[src/rtl/mem_ctrl_pkg.sv]
// Shared types for the host request scheduler and its request FIFO.
package mem_ctrl_pkg;

  localparam int unsigned ReqAw = 16;
  localparam int unsigned ReqDw = 32;

  typedef enum logic [2:0] {
    CmdNop     = 3'd0,
    CmdAct     = 3'd1,
    CmdRead    = 3'd2,
    CmdWrite   = 3'd3,
    CmdPre     = 3'd4,
    CmdRefresh = 3'd5
  } cmd_t;

  typedef struct packed {
    logic             rnw;
    logic [ReqAw-1:0] addr;
    logic [ReqDw-1:0] wdata;
  } mem_req_t;

  typedef enum logic [2:0] {
    StIdle,
    StIssue,
    StWrWait,
    StRdWait,
    StRdCapt,
    StResp
  } sched_state_t;

endpackage

[src/rtl/mem_req_fifo.sv]
// Synchronous request FIFO; pointers carry a wrap bit to tell full from empty.
module mem_req_fifo
  import mem_ctrl_pkg::*;
#(
  parameter int unsigned Depth = 4
) (
  input  logic     clk,
  input  logic     rst_n,
  input  logic     push_i,
  input  mem_req_t push_data_i,
  input  logic     pop_i,
  output mem_req_t pop_data_o,
  output logic     full_o,
  output logic     empty_o
);

  localparam int unsigned PtrW = $clog2(Depth);

  logic [PtrW:0] wr_ptr_q, wr_ptr_d;
  logic [PtrW:0] rd_ptr_q, rd_ptr_d;
  mem_req_t      mem_q [Depth];
  logic          do_push, do_pop;

  assign full_o  = (wr_ptr_q[PtrW] != rd_ptr_q[PtrW]) &&
                   (wr_ptr_q[PtrW-1:0] == rd_ptr_q[PtrW-1:0]);
  assign empty_o = (wr_ptr_q == rd_ptr_q);
  assign do_push = push_i && !full_o;
  assign do_pop  = pop_i && !empty_o;
  assign pop_data_o = mem_q[rd_ptr_q[PtrW-1:0]];

  always_comb begin
    wr_ptr_d = wr_ptr_q;
    rd_ptr_d = rd_ptr_q;
    if (do_push) wr_ptr_d = wr_ptr_q + (PtrW+1)'(1);
    if (do_pop)  rd_ptr_d = rd_ptr_q + (PtrW+1)'(1);
  end

  always_ff @(posedge clk or negedge rst_n) begin
    if (!rst_n) begin
      wr_ptr_q <= '0;
      rd_ptr_q <= '0;
    end else begin
      wr_ptr_q <= wr_ptr_d;
      rd_ptr_q <= rd_ptr_d;
    end
  end

  // Storage needs no reset; only the pointers define validity.
  always_ff @(posedge clk) begin
    if (do_push) mem_q[wr_ptr_q[PtrW-1:0]] <= push_data_i;
  end

endmodule

[src/rtl/mem_req_sched.sv]
// Host request scheduler: queues requests and issues them one at a time to the memory controller.
// Optional MEM_REQ_TIMEOUT_EN aborts a request that waits TIMEOUT_CYC cycles on the controller.
module mem_req_sched
  import mem_ctrl_pkg::*;
#(
  parameter int unsigned DEPTH       = 4,
  parameter int unsigned AW          = 16,
  parameter int unsigned DW          = 32,
  parameter int unsigned TIMEOUT_CYC = 64
) (
  input  logic          clk,
  input  logic          rst_n,
  input  logic          req_vld,
  output logic          req_rdy,
  input  logic          req_rnw,
  input  logic [AW-1:0] req_addr,
  input  logic [DW-1:0] req_wdata,
  output logic          rsp_vld,
  output logic          rsp_rnw,
  output logic [DW-1:0] rsp_data,
  output logic          rsp_err,
  output logic          mc_cmd_n,
  output logic          mc_rdnwr,
  output logic [AW-1:0] mc_addr,
  output logic          mc_data_in_vld,
  output logic [DW-1:0] mc_data_in,
  input  logic [2:0]    mc_command,
  input  logic          mc_data_out_vld,
  input  logic [DW-1:0] mc_data_out
);

  sched_state_t  state_q, state_d;
  logic          rdy_en_q;
  logic          req_rnw_q, req_rnw_d;
  logic          mc_cmd_n_q, mc_cmd_n_d;
  logic          mc_rdnwr_q, mc_rdnwr_d;
  logic [AW-1:0] mc_addr_q, mc_addr_d;
  logic          mc_data_in_vld_q, mc_data_in_vld_d;
  logic [DW-1:0] mc_data_in_q, mc_data_in_d;
  logic          rsp_vld_q, rsp_vld_d;
  logic          rsp_rnw_q, rsp_rnw_d;
  logic [DW-1:0] rsp_data_q, rsp_data_d;
  logic          fifo_full, fifo_empty, fifo_pop;
  mem_req_t      fifo_in, fifo_head;
  cmd_t          cmd;

`ifdef MEM_REQ_TIMEOUT_EN
  localparam logic [15:0] TimeoutLast = 16'(TIMEOUT_CYC - 1);
  logic          rsp_err_q, rsp_err_d;
  logic [15:0]   wait_cnt_q, wait_cnt_d;
`endif

  assign cmd     = cmd_t'(mc_command);
  // rdy_en_q keeps req_rdy low while reset is held and for the first edge after.
  assign req_rdy = rdy_en_q && !fifo_full;
  assign fifo_in = '{rnw: req_rnw, addr: req_addr, wdata: req_wdata};

  mem_req_fifo #(
    .Depth(DEPTH)
  ) u_fifo (
    .clk        (clk),
    .rst_n      (rst_n),
    .push_i     (req_vld && req_rdy),
    .push_data_i(fifo_in),
    .pop_i      (fifo_pop),
    .pop_data_o (fifo_head),
    .full_o     (fifo_full),
    .empty_o    (fifo_empty)
  );

  always_comb begin
    state_d          = state_q;
    req_rnw_d        = req_rnw_q;
    mc_cmd_n_d       = mc_cmd_n_q;
    mc_rdnwr_d       = mc_rdnwr_q;
    mc_addr_d        = mc_addr_q;
    mc_data_in_vld_d = mc_data_in_vld_q;
    mc_data_in_d     = mc_data_in_q;
    rsp_vld_d        = 1'b0;
    rsp_rnw_d        = rsp_rnw_q;
    rsp_data_d       = rsp_data_q;
    fifo_pop         = 1'b0;
`ifdef MEM_REQ_TIMEOUT_EN
    rsp_err_d        = rsp_err_q;
    wait_cnt_d       = wait_cnt_q;
`endif
    unique case (state_q)
      StIdle: begin
        if (!fifo_empty) begin
          fifo_pop         = 1'b1;
          req_rnw_d        = fifo_head.rnw;
          mc_cmd_n_d       = 1'b0;
          mc_rdnwr_d       = fifo_head.rnw;
          mc_addr_d        = fifo_head.addr;
          mc_data_in_vld_d = !fifo_head.rnw;
          if (!fifo_head.rnw) mc_data_in_d = fifo_head.wdata;
`ifdef MEM_REQ_TIMEOUT_EN
          wait_cnt_d       = '0;
`endif
          state_d          = StIssue;
        end
      end
      StIssue: begin
        if (cmd == CmdAct) begin
          mc_cmd_n_d = 1'b1;
          state_d    = req_rnw_q ? StRdWait : StWrWait;
        end
      end
      StWrWait: begin
        if (cmd == CmdWrite) begin
          mc_data_in_vld_d = 1'b0;
          rsp_vld_d        = 1'b1;
          rsp_rnw_d        = 1'b0;
          rsp_data_d       = '0;
          state_d          = StResp;
        end
      end
      StRdWait: begin
        if (mc_data_out_vld) state_d = StRdCapt;
      end
      // Data_out lags data_out_vld by one cycle in the controller.
      StRdCapt: begin
        rsp_vld_d  = 1'b1;
        rsp_rnw_d  = 1'b1;
        rsp_data_d = mc_data_out;
        state_d    = StResp;
      end
      StResp:  state_d = StIdle;
      default: state_d = StIdle;
    endcase
`ifdef MEM_REQ_TIMEOUT_EN
    if (rsp_vld_d) rsp_err_d = 1'b0;
    if (state_q inside {StIssue, StWrWait, StRdWait}) begin
      if (wait_cnt_q == TimeoutLast) begin
        mc_cmd_n_d       = 1'b1;
        mc_data_in_vld_d = 1'b0;
        rsp_vld_d        = 1'b1;
        rsp_rnw_d        = req_rnw_q;
        rsp_data_d       = '0;
        rsp_err_d        = 1'b1;
        state_d          = StResp;
      end else begin
        wait_cnt_d = wait_cnt_q + 16'd1;
      end
    end
`endif
  end

  always_ff @(posedge clk or negedge rst_n) begin
    if (!rst_n) begin
      state_q          <= StIdle;
      rdy_en_q         <= 1'b0;
      req_rnw_q        <= 1'b0;
      mc_cmd_n_q       <= 1'b1;
      mc_rdnwr_q       <= 1'b0;
      mc_addr_q        <= '0;
      mc_data_in_vld_q <= 1'b0;
      mc_data_in_q     <= '0;
      rsp_vld_q        <= 1'b0;
      rsp_rnw_q        <= 1'b0;
      rsp_data_q       <= '0;
`ifdef MEM_REQ_TIMEOUT_EN
      rsp_err_q        <= 1'b0;
      wait_cnt_q       <= '0;
`endif
    end else begin
      state_q          <= state_d;
      rdy_en_q         <= 1'b1;
      req_rnw_q        <= req_rnw_d;
      mc_cmd_n_q       <= mc_cmd_n_d;
      mc_rdnwr_q       <= mc_rdnwr_d;
      mc_addr_q        <= mc_addr_d;
      mc_data_in_vld_q <= mc_data_in_vld_d;
      mc_data_in_q     <= mc_data_in_d;
      rsp_vld_q        <= rsp_vld_d;
      rsp_rnw_q        <= rsp_rnw_d;
      rsp_data_q       <= rsp_data_d;
`ifdef MEM_REQ_TIMEOUT_EN
      rsp_err_q        <= rsp_err_d;
      wait_cnt_q       <= wait_cnt_d;
`endif
    end
  end

  assign mc_cmd_n       = mc_cmd_n_q;
  assign mc_rdnwr       = mc_rdnwr_q;
  assign mc_addr        = mc_addr_q;
  assign mc_data_in_vld = mc_data_in_vld_q;
  assign mc_data_in     = mc_data_in_q;
  assign rsp_vld        = rsp_vld_q;
  assign rsp_rnw        = rsp_rnw_q;
  assign rsp_data       = rsp_data_q;
`ifdef MEM_REQ_TIMEOUT_EN
  assign rsp_err        = rsp_err_q;
`else
  assign rsp_err        = 1'b0;
`endif

endmodule

[config.mk]
export PLATFORM = sky130hd
export DESIGN_NAME = mem_req_sched
export DESIGN_NICKNAME = d
export VERILOG_FILES = /design/src/rtl/mem_ctrl_pkg.sv /design/src/rtl/mem_req_fifo.sv /design/src/rtl/mem_req_sched.sv
export SDC_FILE = /design/constraint.sdc
export NUM_CORES = 1
export LEC_CHECK = 0
export CAP_MARGIN = 20
export CORE_MARGIN = 3
export CORE_UTILIZATION = 55
export DETAILED_ROUTE_END_ITERATION = 10
export HOLD_SLACK_MARGIN = 0.12
export PLACE_DENSITY = 0.84
export RECOVER_POWER = 50
export SYNTH_ARGS = -nofsm -noshare
export SYNTH_HDL_FRONTEND = slang
export SYNTH_SLANG_ARGS = --single-unit
[constraint.sdc]
create_clock -name clk -period 6.4 [get_ports clk]
set_input_delay 1.28 -clock clk [delete_from_list [all_inputs] [get_ports clk]]
set_output_delay 1.28 -clock clk [all_outputs]
set_load 0.005 [all_outputs]
Word-level counts from Yosys, hierarchy flattened. Memory sizes are Yosys's and may differ from the RTL's. Cells that the tools add are included.

Equality and inequality tests: 13. Reduce and logical (&&, ||, !) cells: 18. Multiplexer cells: 21. Bitwise operators: 2. Add/sub/neg operators: 2.

Operators by type and width (number): case mux 32 bit (2 select lines) (1); 2-to-1 mux 32 bit (1); case mux 3 bit (5 select lines) (1); 2-to-1 mux 3 bit (4); 2-to-1 mux 1 bit (10); == test 3 x 2 -> 1 bit, second input constant (3); AND reduction 3 bit (3); inequality test 2 bit, second input constant (4); case mux 1 bit (2 select lines) (4); adder 3 x 1 -> 3 bit, second input constant (2); == test 3 x 1 -> 1 bit, second input constant (2); nonzero test 2 bit (3); logical AND 1 bit (5); AND reduction 2 bit (2); AND reduction 4 bit (1); == test 3 bit (1); == test 3 bit, second input constant (1); zero test 1 bit (3); zero test 3 bit (1); == test 2 bit (1); NOT 1 bit (2); inequality test 1 bit (1).

Flip-flop bits (word level): 95. RAM bits: 196. Memories: 1. Output and inout port bits: 87. Input bits: 88.

Memories: u_fifo.mem_q (depth 4, width 49, read ports 1, clocked after Yosys merged registers in 0, wr ports 1, line mem_req_fifo.sv:21) `mem_req_t mem_q [Depth];`.

Depth between registers and ports, before layout. Gate-level depths: netlist of the first run.

Word-level depth: 8. Gate-level depth with buffers: 6.

By module. Synthesis of the first run repeated with hierarchy kept, for this count alone.

Cells, all modules: 595. Area, all modules: 11131.9 um^2.

By module, submodules not included: mem_req_fifo (area each 7576.0 um^2, seq. area each 6035.8 um^2, times used 1, cells an instance 305); mem_req_sched (area each 3555.9 um^2, seq. area each 2228.4 um^2, times used 1, cells an instance 290).

Least setup slack after synthesis of the first run. No wires, ideal clock.

Path type: input to register. Start point: in req_vld. End point: mem u_fifo.mem_q[3][0] (netlist name) (enable). Setup time: 0.413 ns. Data arrival time: 2.916 ns. Slack: 3.071 ns. Stages: 3. Path buffers: 0. Cell sequence: nand2_1 a31oi_1 and2_1.

Cells in the longest elaborated chain, start to end: 4.

RTL lines: start, declared (line mem_req_sched.sv:13) `input logic req_vld,`; logical AND 1 bit (line mem_req_sched.sv:63) `.push_i (req_vld && req_rdy),`; logical AND 1 bit (line mem_req_fifo.sv:27) `assign do_push = push_i && !full_o;`; 2-to-1 mux 1 bit (line mem_req_fifo.sv:50) `if (do_push) mem_q[wr_ptr_q[PtrW-1:0]] <= push_data_i;`; 2-to-1 mux 1 bit (not written as such) (line mem_req_fifo.sv:50); end, declared (line mem_req_fifo.sv:21).

Every way passes these cells.

Final worst setup path of the first run.
Start point: reg u_fifo.rd_ptr_q[0]. End point: out req_rdy.

Cells in the longest elaborated chain, start to end: 4.

RTL lines: start, declared (line mem_req_fifo.sv:20) `logic [PtrW:0] rd_ptr_q, rd_ptr_d;`; start signal, assigned (line mem_req_fifo.sv:44) `rd_ptr_q <= rd_ptr_d;`; == test 2 bit (line mem_req_fifo.sv:25) `(wr_ptr_q[PtrW-1:0] == rd_ptr_q[PtrW-1:0]);`; logical AND 1 bit (line mem_req_fifo.sv:24) `assign full_o = (wr_ptr_q[PtrW] != rd_ptr_q[PtrW]) &&`; zero test 1 bit (line mem_req_sched.sv:55) `assign req_rdy = rdy_en_q && !fifo_full;`; logical AND 1 bit (line mem_req_sched.sv:55); end, declared (line mem_req_sched.sv:14) `output logic req_rdy,`.

Every way passes these cells.

==> results.txt, run 1 <==
In the routed design, unresolved DRC markers number 0. The type of the worst min-delay path was reg2reg. Global routing finished with a remaining overflow of 0.

The number of port buffers was 173; the CTS buffer count was 27. The clock net in this run drives a total of 291 sinks. At the end of the flow, the number of nets in the layout was 790. The slowest stage of the critical path is the sky130_fd_sc_hd__dfrtp_1 cell.

TritonCTS built the clock tree. The area growth from synthesis to layout is 25.5%. The final reports fail on capacitance limit, slew limit. The floorplan step defined a core boundary enclosing 19100 um2.

The tools report the number of buffers added to fix hold violations after cts as 0. In the final layout, the share of cells above drive strength 1 is 20.7%. The pin count of the biggest net entering global routing was 63; the pin slew with the least headroom to its limit was 2170 ps.

STA puts the critical path data arrival time at 3190 ps. Across the VDD grid, the largest voltage drop is 0.228 mV. In the synthesized netlist, the number of instances is 513.

For this run, the top clock speed supported by timing is 0.224 GHz. In this run, synthesis produced a sequential element count of 291. Detailed placement finished with a half-perimeter wire length of 14.2 mm.

For the initial antenna violation count, the log shows 2. Type of element capturing the critical path: an output pin. The largest driver fanout on the critical path is 30. After detailed routing, the average wire length per cell comes to 22.9 um.

At the end of routability-driven placement, the weighted congestion stood at 0.804. Final setup violation count: 0. Leaving out fill and tap cells, the most frequent cell in the layout is sky130_fd_sc_hd__edfxtp_1. Clock-pin slew was measured on the worst setup and hold paths at 70 ps. For this run, the detailed router's first-pass iteration total came to 5.

The tools report the number of max-slew violations in the final report as 98. Average size of a mapped cell: 21.3 um2. The data required time of the worst path is 5120 ps, and the aggregate negative setup slack is 0 ps. The mapped netlist covers 10900 um2. The die covers 21600 um2. Detailed routing inserted a total of 5583 vias. On the critical path the largest part of the delay comes from flip-flops. The max-cap check violation count was 2. The share of the cycle needed by the critical path after routing is 69.8%, and the number of levels the H-tree was split into is 1.

Summing all non-filler instances in the final layout gives an area of 13700 um2. On the worst path, the slowest cell contributes a delay of 1340 ps. Dividing the detail-routed via count by the number of cells gives 5.71. The count of boundary I/O pins came out at 175. In this run the vertical extent of the chip is 147 um.

The tools report the global-route usage over all layers as 20.8%. Synthesis instantiated 35 different standard cells from the library. The flow ran to the end, but the final reports show violations. The first routing iteration left 317 violations. The floorplan row count was 50; the number of cells upsized or downsized after cts was 0. The clock reaches the later pin of the worst-skew pair after 520 ps. For this run, the register share of the synthesized area comes to 75.8%. The number of nets handed over by synthesis was 606. The run gives 22.4 mm as the final wirelength. Traced cell by cell, the critical path runs through buf_12 > xnor2_1 > a31oi_1 > clkdlybuf4s50_1. The tools report the total number of yosys warnings as 0. The worst setup path is of the reg2out kind. Counting flops with an async set or reset pin after synthesis yields a share of 32.6%. The worst setup path is launched from a flop. The die extent in x came out at 147 um.

Across the routed clock network, the largest skew measured is 11.6 ps. Of the post-synthesis cell area, the dominant cell type holds 54.0%. The tools report the number of global-route vias before repair as 6041. Setup repair after global routing left no endpoint under its margin.

Worst-case headroom to the max-slew limit: -44.4%. The run gives 3 as the clock tree buffer depth. The commonest register cell after synthesis was sky130_fd_sc_hd__edfxtp_1. The number of enable-type register cells in the synthesized netlist is 196. The worst path needs 4470 ps of the cycle, external delays included. sky130_fd_sc_hd__edfxtp_1 takes more of the synthesized area than any other cell. The final-report hold violation count came out at 0. The leakage power summed over all cells is 4.95 nW, and the starting density of the core is 57.2%. Sorting the synthesized cells by area gives the leading types as sky130_fd_sc_hd__edfxtp_1 54%, sky130_fd_sc_hd__dfrtp_1 22%, sky130_fd_sc_hd__mux4_2 10%. Buffers added to address setup during post-CTS repair amount to 0. Clock tree synthesis selected as its root buffer the cell sky130_fd_sc_hd__clkbuf_16. In this run the cell area measured after placement is 12900 um2. Power per cell area: 457 nW/um2. The critical path contains buffers and inverters numbering 2 combined. The logs give 0 for the post-detailed-route count of antenna-violating nets and 34.7 mm for the first-pass GRT wire length. The library cells used most frequently in the layout, excluding fill and tap cells, are 196 x sky130_fd_sc_hd__edfxtp_1, 115 x sky130_fd_sc_hd__clkdlybuf4s50_1, 93 x sky130_fd_sc_hd__dfrtp_1.
[cell families (layout without fill, tap and decap cells)]
| kind of cell | after synthesis | count (layout) | share of synthesized area [%] |
|---|---|---|---|
| AOI/OAI and AO/OA | 50 | 50 | 3.66 |
| xor gates and xnor gates | 9 | 9 | 0.723 |
| adders and majority gates | 5 | 5 | 0.574 |
| buffers and inverters | 33 | 236 | 1.58 |
| DFF | 291 | 291 | 75.8 |
| muxes | 100 | 100 | 16.4 |
| other | 2 | 4 | 0.0689 |
| and+or+nand+nor | 23 | 23 | 1.24 |
[registers in the layout, summed over array words and instances (netlist names)]
register / cells
mc_addr: 16
mc_cmd_n: 1
mc_data_in: 32
mc_data_in_vld: 1
mc_rdnwr: 1
rdy_en_q: 1
rsp_data: 32
rsp_rnw: 1
rsp_vld: 1
state_q: 3
u_fifo.mem_q: 196
u_fifo.rd_ptr_q: 3
u_fifo.wr_ptr_q: 3
[cell usage after synthesis (4+ instances only)]
library cell,n
sky130_fd_sc_hd__buf_2,9
sky130_fd_sc_hd__ha_1,5
sky130_fd_sc_hd__dfrtp_1,94
sky130_fd_sc_hd__edfxtp_1,196
sky130_fd_sc_hd__inv_1,5
sky130_fd_sc_hd__a22o_1,32
sky130_fd_sc_hd__xor2_1,5
sky130_fd_sc_hd__and2_1,4
sky130_fd_sc_hd__nand2_1,6
sky130_fd_sc_hd__xnor2_1,4
sky130_fd_sc_hd__mux4_2,49
sky130_fd_sc_hd__o21ai_0,4
sky130_fd_sc_hd__mux2_4,29
sky130_fd_sc_hd__buf_6,4
sky130_fd_sc_hd__clkbuf_1,13
sky130_fd_sc_hd__mux2_2,22
[per-stage QoR]
step	hold slack (ps)	util, %	instances	worst slack, ps	power [mW]
after global routing	506	71.7	976	1660	6.56
after floorplan	449	-	513	3070	3.94
after detailed placement	477	67.5	925	2610	4.84
after CTS	490	71.7	973	2330	6.36
after global placement	464	67.5	925	2700	4.74
final	489	71.7	978	1930	6.26
[metal layers]
metal	global-route usage [%]	vias up	wire length, um
li1	-	2414	-
met1	27.2	2888	8990
met2	35.5	234	11400
met3	4.69	45	1470
met4	6.11	2	541
met5	0	-	13
[final cells by class]
class	count	area, um2
Inverter	5	18.8
Multi-Input combinational cell	189	2450
Timing Repair Buffer	183	1810
Antenna cell	2	5.00
Fill cell	1100	5390
Sequential cell	291	8270
Clock buffer	30	707
Clock inverter	18	110
Tap cell	260	325
[path summary, 6_finish.rpt]
path	cells after the start	endpoint	startpoint	slack (ps)
setup / recovery	4	req_rdy	u_fifo.rd_ptr_q[0]$_DFFE_PN0P_	1930
min in group asynchronous	1	mc_data_in[10]$_DFFE_PN0P_	rst_n	1390
setup reg to reg	5	u_fifo.mem_q[0][29]$_DFFE_PP_	u_fifo.rd_ptr_q[0]$_DFFE_PN0P_	2450
max in group asynchronous	2	mc_data_in[27]$_DFFE_PN0P_	rst_n	2580
hold / removal	1	mc_data_in[24]$_DFFE_PN0P_	mc_data_in[24]$_DFFE_PN0P_	490
hold reg to reg	1	mc_data_in[24]$_DFFE_PN0P_	mc_data_in[24]$_DFFE_PN0P_	490
[where the power goes]
part | internal, mW | switching, mW | total, mW
logic | 1.22 | 0.769 | 1.99
registers | 2.48 | 0.312 | 2.79
clock network | 0.830 | 0.646 | 1.48
total | 4.53 | 1.73 | 6.26
[worst reg2reg max path, stage by stage (launching register included)]
cell and delay (ps):
sky130_fd_sc_hd__dfrtp_1 1340, sky130_fd_sc_hd__buf_12 350, sky130_fd_sc_hd__xnor2_1 180, sky130_fd_sc_hd__a31oi_1 540, sky130_fd_sc_hd__and2_2 720, sky130_fd_sc_hd__buf_4 470
Power figures use the tool's default switching activity.
==> run 2: changes to the inputs <==
Settings changed: CORE_UTILIZATION 55 to 53, PLACE_DENSITY 0.84 to 0.81.
Clock period 6.4 ns to 4.25 ns, I/O delays scaled along.
==> run 2 against run 1 <==
The run still ends with capacitance limit, slew limit left. Critical endpoint unchanged. Largest cell class unchanged. Cell count is 0.82% higher. Design area is 1.3% higher. Highest routed layer unchanged. Utilization is 1.9 points lower.
==> results.txt, run 2 (same netlist as run 1, synthesis figures left out) <==
The run gives 0 as the final setup violation count. The most common library cell in the layout ignoring fill and taps was sky130_fd_sc_hd__edfxtp_1. The number of global-route vias before repair was 5974; the flip-flop count of the largest register, all copies and words added was 196. The via density per instance works out to 5.65. The run gives 68 as the number of max-slew violations in the final report. STA classifies the critical path startpoint as a flop. The share of the cycle needed by the critical path after routing is 75.9%, and the final wirelength is 22.3 mm. The run gives 3400 ps as the data required time of the worst path. The largest clock skew in the final design was 15.2 ps. Timing analysis after detailed placement gives a worst setup slack of 1110 ps. In the layout the commonest cells are 196 x sky130_fd_sc_hd__edfxtp_1, 94 x sky130_fd_sc_hd__clkdlybuf4s50_1, 92 x sky130_fd_sc_hd__dfrtp_1. Number of buffers added to fix hold violations after cts: 0.

Once layout is done, the placed cells without fillers occupy 13900 um2. The CTS buffer count was 28; the leakage power summed over all cells was 5.04 nW. The clock-pin slew on the worst setup and hold paths was 60 ps.

The share of cells above drive strength 1 is 22.6%. The tools report the final worst slack as 1020 ps. Setup repair after global routing left no endpoint under its margin. The number of vias after detailed routing came out at 5570.

The number of cells on the worst reg-to-reg path is 4. Once the clock tree was built, the resizer swapped 0 gates to a different size. The initial antenna violation count was 2; the count of boundary I/O pins was 175.

The remaining global-route overflow is 0, and the die extent in x is 149 um. The area growth from synthesis to layout came out at 27.1%. The filler cells instantiated in the layout total 1173. The critical path is of the reg2out type.

The floorplan row count is 51. The logs give 20.2% for the global-route usage over all layers and 0 for the total setup buffers inserted after CTS. The starting density of the core is 55.0%.

The clock tree buffer depth was 3; the power per cell area was 690 nW/um2. The pin slew with the least headroom to its limit came out at 1680 ps. For the maximum ir drop on the vdd rail, the log shows 0.555 mV. The run gives -12.1% as the worst-case headroom to the max-slew limit. The type of the worst min-delay path was in2async. Max-cap check violation count: 1. The flow ran to the end, but the final reports show violations. The tools report the first-pass GRT wire length as 34.8 mm. Final-report hold violation count: 0. Adding up every negative setup slack in the final design gives 0 ps. The die is 149 um tall. After layout, the minimum clock period comes to 3230 ps.

The routed length per placed instance works out to 22.6 um. The run gives 291 as the clock sink total. The arrival time reported for the critical path endpoint was 2380 ps.

The total power draw is 9.56 mW. Entering global routing, the biggest net connects 81 pins. The tools report the iteration count of the initial detailed-routing pass as 4.

The number of port buffers works out to 173. The number of DRC markers after the initial detailed-route iteration was 338. After floorplanning, the core was sized to cover 19800 um2. The root cell of the clock tree is sky130_fd_sc_hd__clkbuf_16. After legalization and detailed placement, the total HPWL measured 13.8 mm. The floorplan step defined a die boundary enclosing 22300 um2. After detailed placement, the total cell area comes to 12900 um2. The routability congestion estimate from global placement is 0.716. The tools report the number of levels the H-tree was split into as 1. The final reports fail on capacitance limit, slew limit. The highest achievable clock rate was 0.310 GHz.

The clock latency on the worst-skew pair is 530 ps, and the largest driver fanout on the critical path is 26. The net count reported at finish came out at 793. Diode insertion count for antenna repair: 0. The type of element capturing the critical path was an output pin. The count of nets left with antenna violations once routing finished came out at 0. TritonCTS built the clock tree.

The remaining design rule violation count came out at 0.
[run 2: through the flow]
step	cells	hold slack [ps]	utilization [%]
2_1_floorplan	513	449	-
3_3_place_gp	932	449	65.2
3_5_place_dp	932	464	65.2
4_1_cts	983	474	69.6
5_1_grt	986	406	69.8
6_report	986	374	69.8
[run 2: power by group]
part	internal [mW]	switching, mW	total [mW]	leakage [nW]
Combinational	1.87	1.16	3.02	1.68
Sequential	3.73	0.460	4.19	2.92
Clock	1.36	0.985	2.35	0.436
Total	6.96	2.60	9.56	5.04
[run 2: layout make-up]
cell class | instances | area [um2] | share of cell area (%)
Timing Repair Buffer | 185 | 1890 | 13.6
Inverter | 5 | 18.8 | 0.135
Clock inverter | 11 | 81.3 | 0.587
Tap cell | 265 | 332 | 2.39
Sequential cell | 291 | 8270 | 59.7
Multi-Input combinational cell | 189 | 2480 | 17.9
Clock buffer | 40 | 797 | 5.75
[run 2: path summary, 6_finish.rpt]
kind,endpoint,slack (ps),start
worst max-delay path,req_rdy,1020,u_fifo.rd_ptr_q[0]$_DFFE_PN0P_
worst min-delay path,mc_data_in[22]$_DFFE_PN0P_,370,rst_n
worst max register to register,u_fifo.mem_q[0][45]$_DFFE_PP_,1510,u_fifo.rd_ptr_q[0]$_DFFE_PN0P_
worst min register to register,mc_cmd_n$_DFFE_PN1P_,480,mc_cmd_n$_DFFE_PN1P_
max in group asynchronous,mc_addr[7]$_DFFE_PN0P_,1160,rst_n
min in group clk,mc_cmd_n$_DFFE_PN1P_,480,mc_cmd_n$_DFFE_PN1P_
[run 2: critical path, stage by stage, from the launching register on]
cell and delay, ps:
sky130_fd_sc_hd__dfrtp_4 750, sky130_fd_sc_hd__xnor2_1 170, sky130_fd_sc_hd__a31oi_1 340, sky130_fd_sc_hd__clkdlybuf4s50_1 580
[run 2: per-layer routing]
| metal | track usage [%] | share of wire, % |
|---|---|---|
| met1 | 27.5 | 39 |
| met2 | 33.6 | 51 |
| met3 | 4.09 | 7.5 |
| met4 | 6.27 | 1.9 |
| met5 | 0 | 0.12 |
==> run 3: changes to the inputs <==
Clock period 4.25 ns to 3 ns, I/O delays scaled along.
==> run 3 against run 2 <==
The run now ends clean. Design area is 1.6% higher. Non-clock buffer count up 7. Cell count up 1.0%. Critical endpoint unchanged.
==> results.txt, run 3 (same netlist as run 1, synthesis figures left out) <==
For the worst-skew pair, the clock arrives at the later sink with an insertion delay of 530 ps. The sum of buffers and inverters on the critical path was 1; the vertical die dimension was 149 um. The critical path goes through xnor2_1 > a31oi_1 > clkdlybuf4s50_1. Including well taps, the total number of placed cells is 941. The starting density of the core was 55.0%. Floorplan row count: 51. The logs give 241 ps for the final worst slack and 363 ps for the minimum setup slack after placement. The reg-to-reg critical path startpoint was u_fifo.rd_ptr_q[0]$_DFFE_PN0P_. Max-cap violations in this run came to 0. The run gives 570 ps as the register-to-register path setup slack.

The post-route netlist has 24.1% of its cells at a drive strength greater than 1. Initial antenna violation count: 2. The routability congestion estimate from global placement was 0.698; the delay of the slowest cell on the worst path was 620 ps. Remaining design rule violation count: 0. Setup repair after global routing left no endpoint under its margin. The layout has 1190 filler cells. STA classifies the critical path endpoint as an output pin.

For the pin with the worst max-slew slack, the measured transition is 1280 ps. The die covers 22300 um2. The worst setup path is launched from a flop.

The number of cells upsized or downsized after cts was 0; the maximum ir drop on the vdd rail was 0.579 mV. In this run the static leakage power is 5.16 nW. For the worst setup path, the data required time is 2400 ps. In this run the clock root is driven by a sky130_fd_sc_hd__clkbuf_16.

In this run, CTS created clock tree buffers numbering 29. The number of levels the H-tree was split into is 1, and the clock sink total is 291. The net count reported at finish is 801. The total power draw was 14.0 mW. The tools report the core outline area as 19800 um2. In this run the tool buffered the top-level ports with 173 buffer cells.

After clock tree synthesis, the clock-pin slew on the worst setup and hold paths is 60 ps. For this run, the share of the core covered by cells in the final layout is 71.0%. The cell family contributing the most delay on the critical path is flip-flops. The worst path uses 92.0% of the clock period. The detailed router placed 5514 vias in this run. The first-pass GRT wire length came out at 33.4 mm. Power per cell area: 997 nW/um2.

The final wirelength is 21.4 mm. Measured against its own limit, the worst slew margin works out to 14.6%. The run finished with clean final reports. The iteration count of the initial detailed-routing pass came out at 4.

Among all stages on the critical path, the largest delay is contributed by sky130_fd_sc_hd__dfrtp_4. For this run, the top clock speed supported by timing is 0.362 GHz. The tools report the worst reg2reg path endpoint as mc_data_in[22]$_DFFE_PN0P_. The path class of the tightest hold or removal check is reg2reg. The depth of the worst register-to-register path works out to 3.

Critical hold path startpoint: mc_cmd_n$_DFFE_PN1P_. The die extent in x came out at 149 um. The run gives 53 as the pin count of the biggest net entering global routing.

After the flow finishes, the layout carries non-filler instances totaling 996. The critical path start-end classification was reg2out. TritonCTS built the clock tree. After detailed routing, the average wire length per cell comes to 21.5 um. The count of boundary I/O pins is 175.

The logs give 2160 ps for the arrival time reported for the critical path endpoint and 0 ps for the aggregate negative setup slack. The clock passes through at most 3 buffers. Post-detailed-route count of antenna-violating nets: 0.

The register with the most flip-flops in the layout has 196 of them. After the first detailed-routing iteration, the DRC count stood at 304. The worst path in the final design needs a cycle of 2760 ps, including I/O delays and setup.

Relative to the synthesized area, the layout overhead comes to 29.1%. Detailed-placement wirelength estimate: 13.5 mm. Along the worst hold path, the cell count comes to 2. Setup violations remaining at the end of the flow were counted as 0. The largest driver fanout on the critical path is 17, and the remaining global-route overflow is 0. The clock arrives with 15.8 ps of skew.

Across every metal layer, demand over resource in global routing totals 19.2%. For the final-report hold violation count, the log shows 0. Using the TritonRoute via totals, the vias-per-cell ratio works out to 5.54.

The top cell types in the final layout, fill and taps aside, are 196 x sky130_fd_sc_hd__edfxtp_1, 92 x sky130_fd_sc_hd__dfrtp_1, 91 x sky130_fd_sc_hd__clkdlybuf4s50_1. Capture endpoint of the worst hold path: mc_cmd_n$_DFFE_PN1P_. The number of global-route vias before repair was 5950. The number of max-slew violations in the final report was 0.

Most common library cell in the layout ignoring fill and taps: sky130_fd_sc_hd__edfxtp_1.
==> run 3: cell types whose count changed in the layout (fill, tap and decap cells not counted), sizes merged <==
cell           change
bufinv             +5
buf                +4
dlygate4sd3        +4
clkdlybuf4s50      -3
clkinv             -3
clkinvlp           +2
clkbuf             -1
diode              +1
inv                +1
==> run 3: timing repair <==
action,4_1_cts,5_1_grt
hold endpoints to repair,1,0
hold buffers,1,0
endpoints found under the setup margin,0,0
setup buffers,0,0
==> run 3: worst max-delay path by stage <==
stage	startpoint	endpoint	slack (ps)	cells past startpoint
2_1_floorplan	u_fifo.rd_ptr_q[0]$_DFFE_PN0P_	u_fifo.mem_q[3][0]$_DFFE_PP_	110	5
3_3_place_gp	mc_command[2]	rsp_data[31]$_DFFE_PN0P_	460	6
3_5_place_dp	mc_command[2]	rsp_data[4]$_DFFE_PN0P_	360	6
4_1_cts	u_fifo.rd_ptr_q[0]$_DFFE_PN0P_	req_rdy	160	3
5_1_grt	u_fifo.rd_ptr_q[0]$_DFFE_PN0P_	req_rdy	140	3
6_report	u_fifo.rd_ptr_q[0]$_DFFE_PN0P_	req_rdy	240	3
==> run 3: metal layers <==
| metal | vias up | global-route usage [%] | part of all wire (%) |
|---|---|---|---|
| met5 | - | 0 | 0.061 |
| met4 | 2 | 4.03 | 1.7 |
| met3 | 33 | 3.94 | 7.0 |
| met2 | 192 | 33.3 | 51 |
| met1 | 2845 | 25.7 | 40 |
| li1 | 2442 | - | - |
==> run 3: cell type report <==
cell class | count | area (um2) | share of cell area [%]
timing repair buffer | 192 | 1940 | 13.8
antenna | 1 | 2.50 | 0.0178
tap | 265 | 332 | 2.35
multi-input combinational | 189 | 2480 | 17.6
clock buffer | 37 | 806 | 5.72
sequential | 291 | 8270 | 58.7
inverter | 5 | 18.8 | 0.133
clock inverter | 16 | 238 | 1.69
==> run 3: worst reg2reg max path, cell delays in order (launching register included) <==
cell	delay [ps]
sky130_fd_sc_hd__dfrtp_4	630
sky130_fd_sc_hd__clkbuf_2	770
sky130_fd_sc_hd__mux4_2	640
sky130_fd_sc_hd__mux2_4	270
==> run 3: power breakdown <==
part / leakage (nW) / internal (mW) / total (mW) / switching (mW)
clock network: 0.505 / 2.41 / 3.85 / 1.44
registers: 2.92 / 5.29 / 5.87 / 0.580
logic: 1.73 / 2.66 / 4.33 / 1.66
total: 5.16 / 10.4 / 14.0 / 3.68
==> run 3: per-stage QoR <==
step,hold WS [ps],area (um2)
CTS,467,14100
finish,464,14100
global route,486,14100
global placement,452,13000
floorplan,304,10900
detailed placement,456,13000
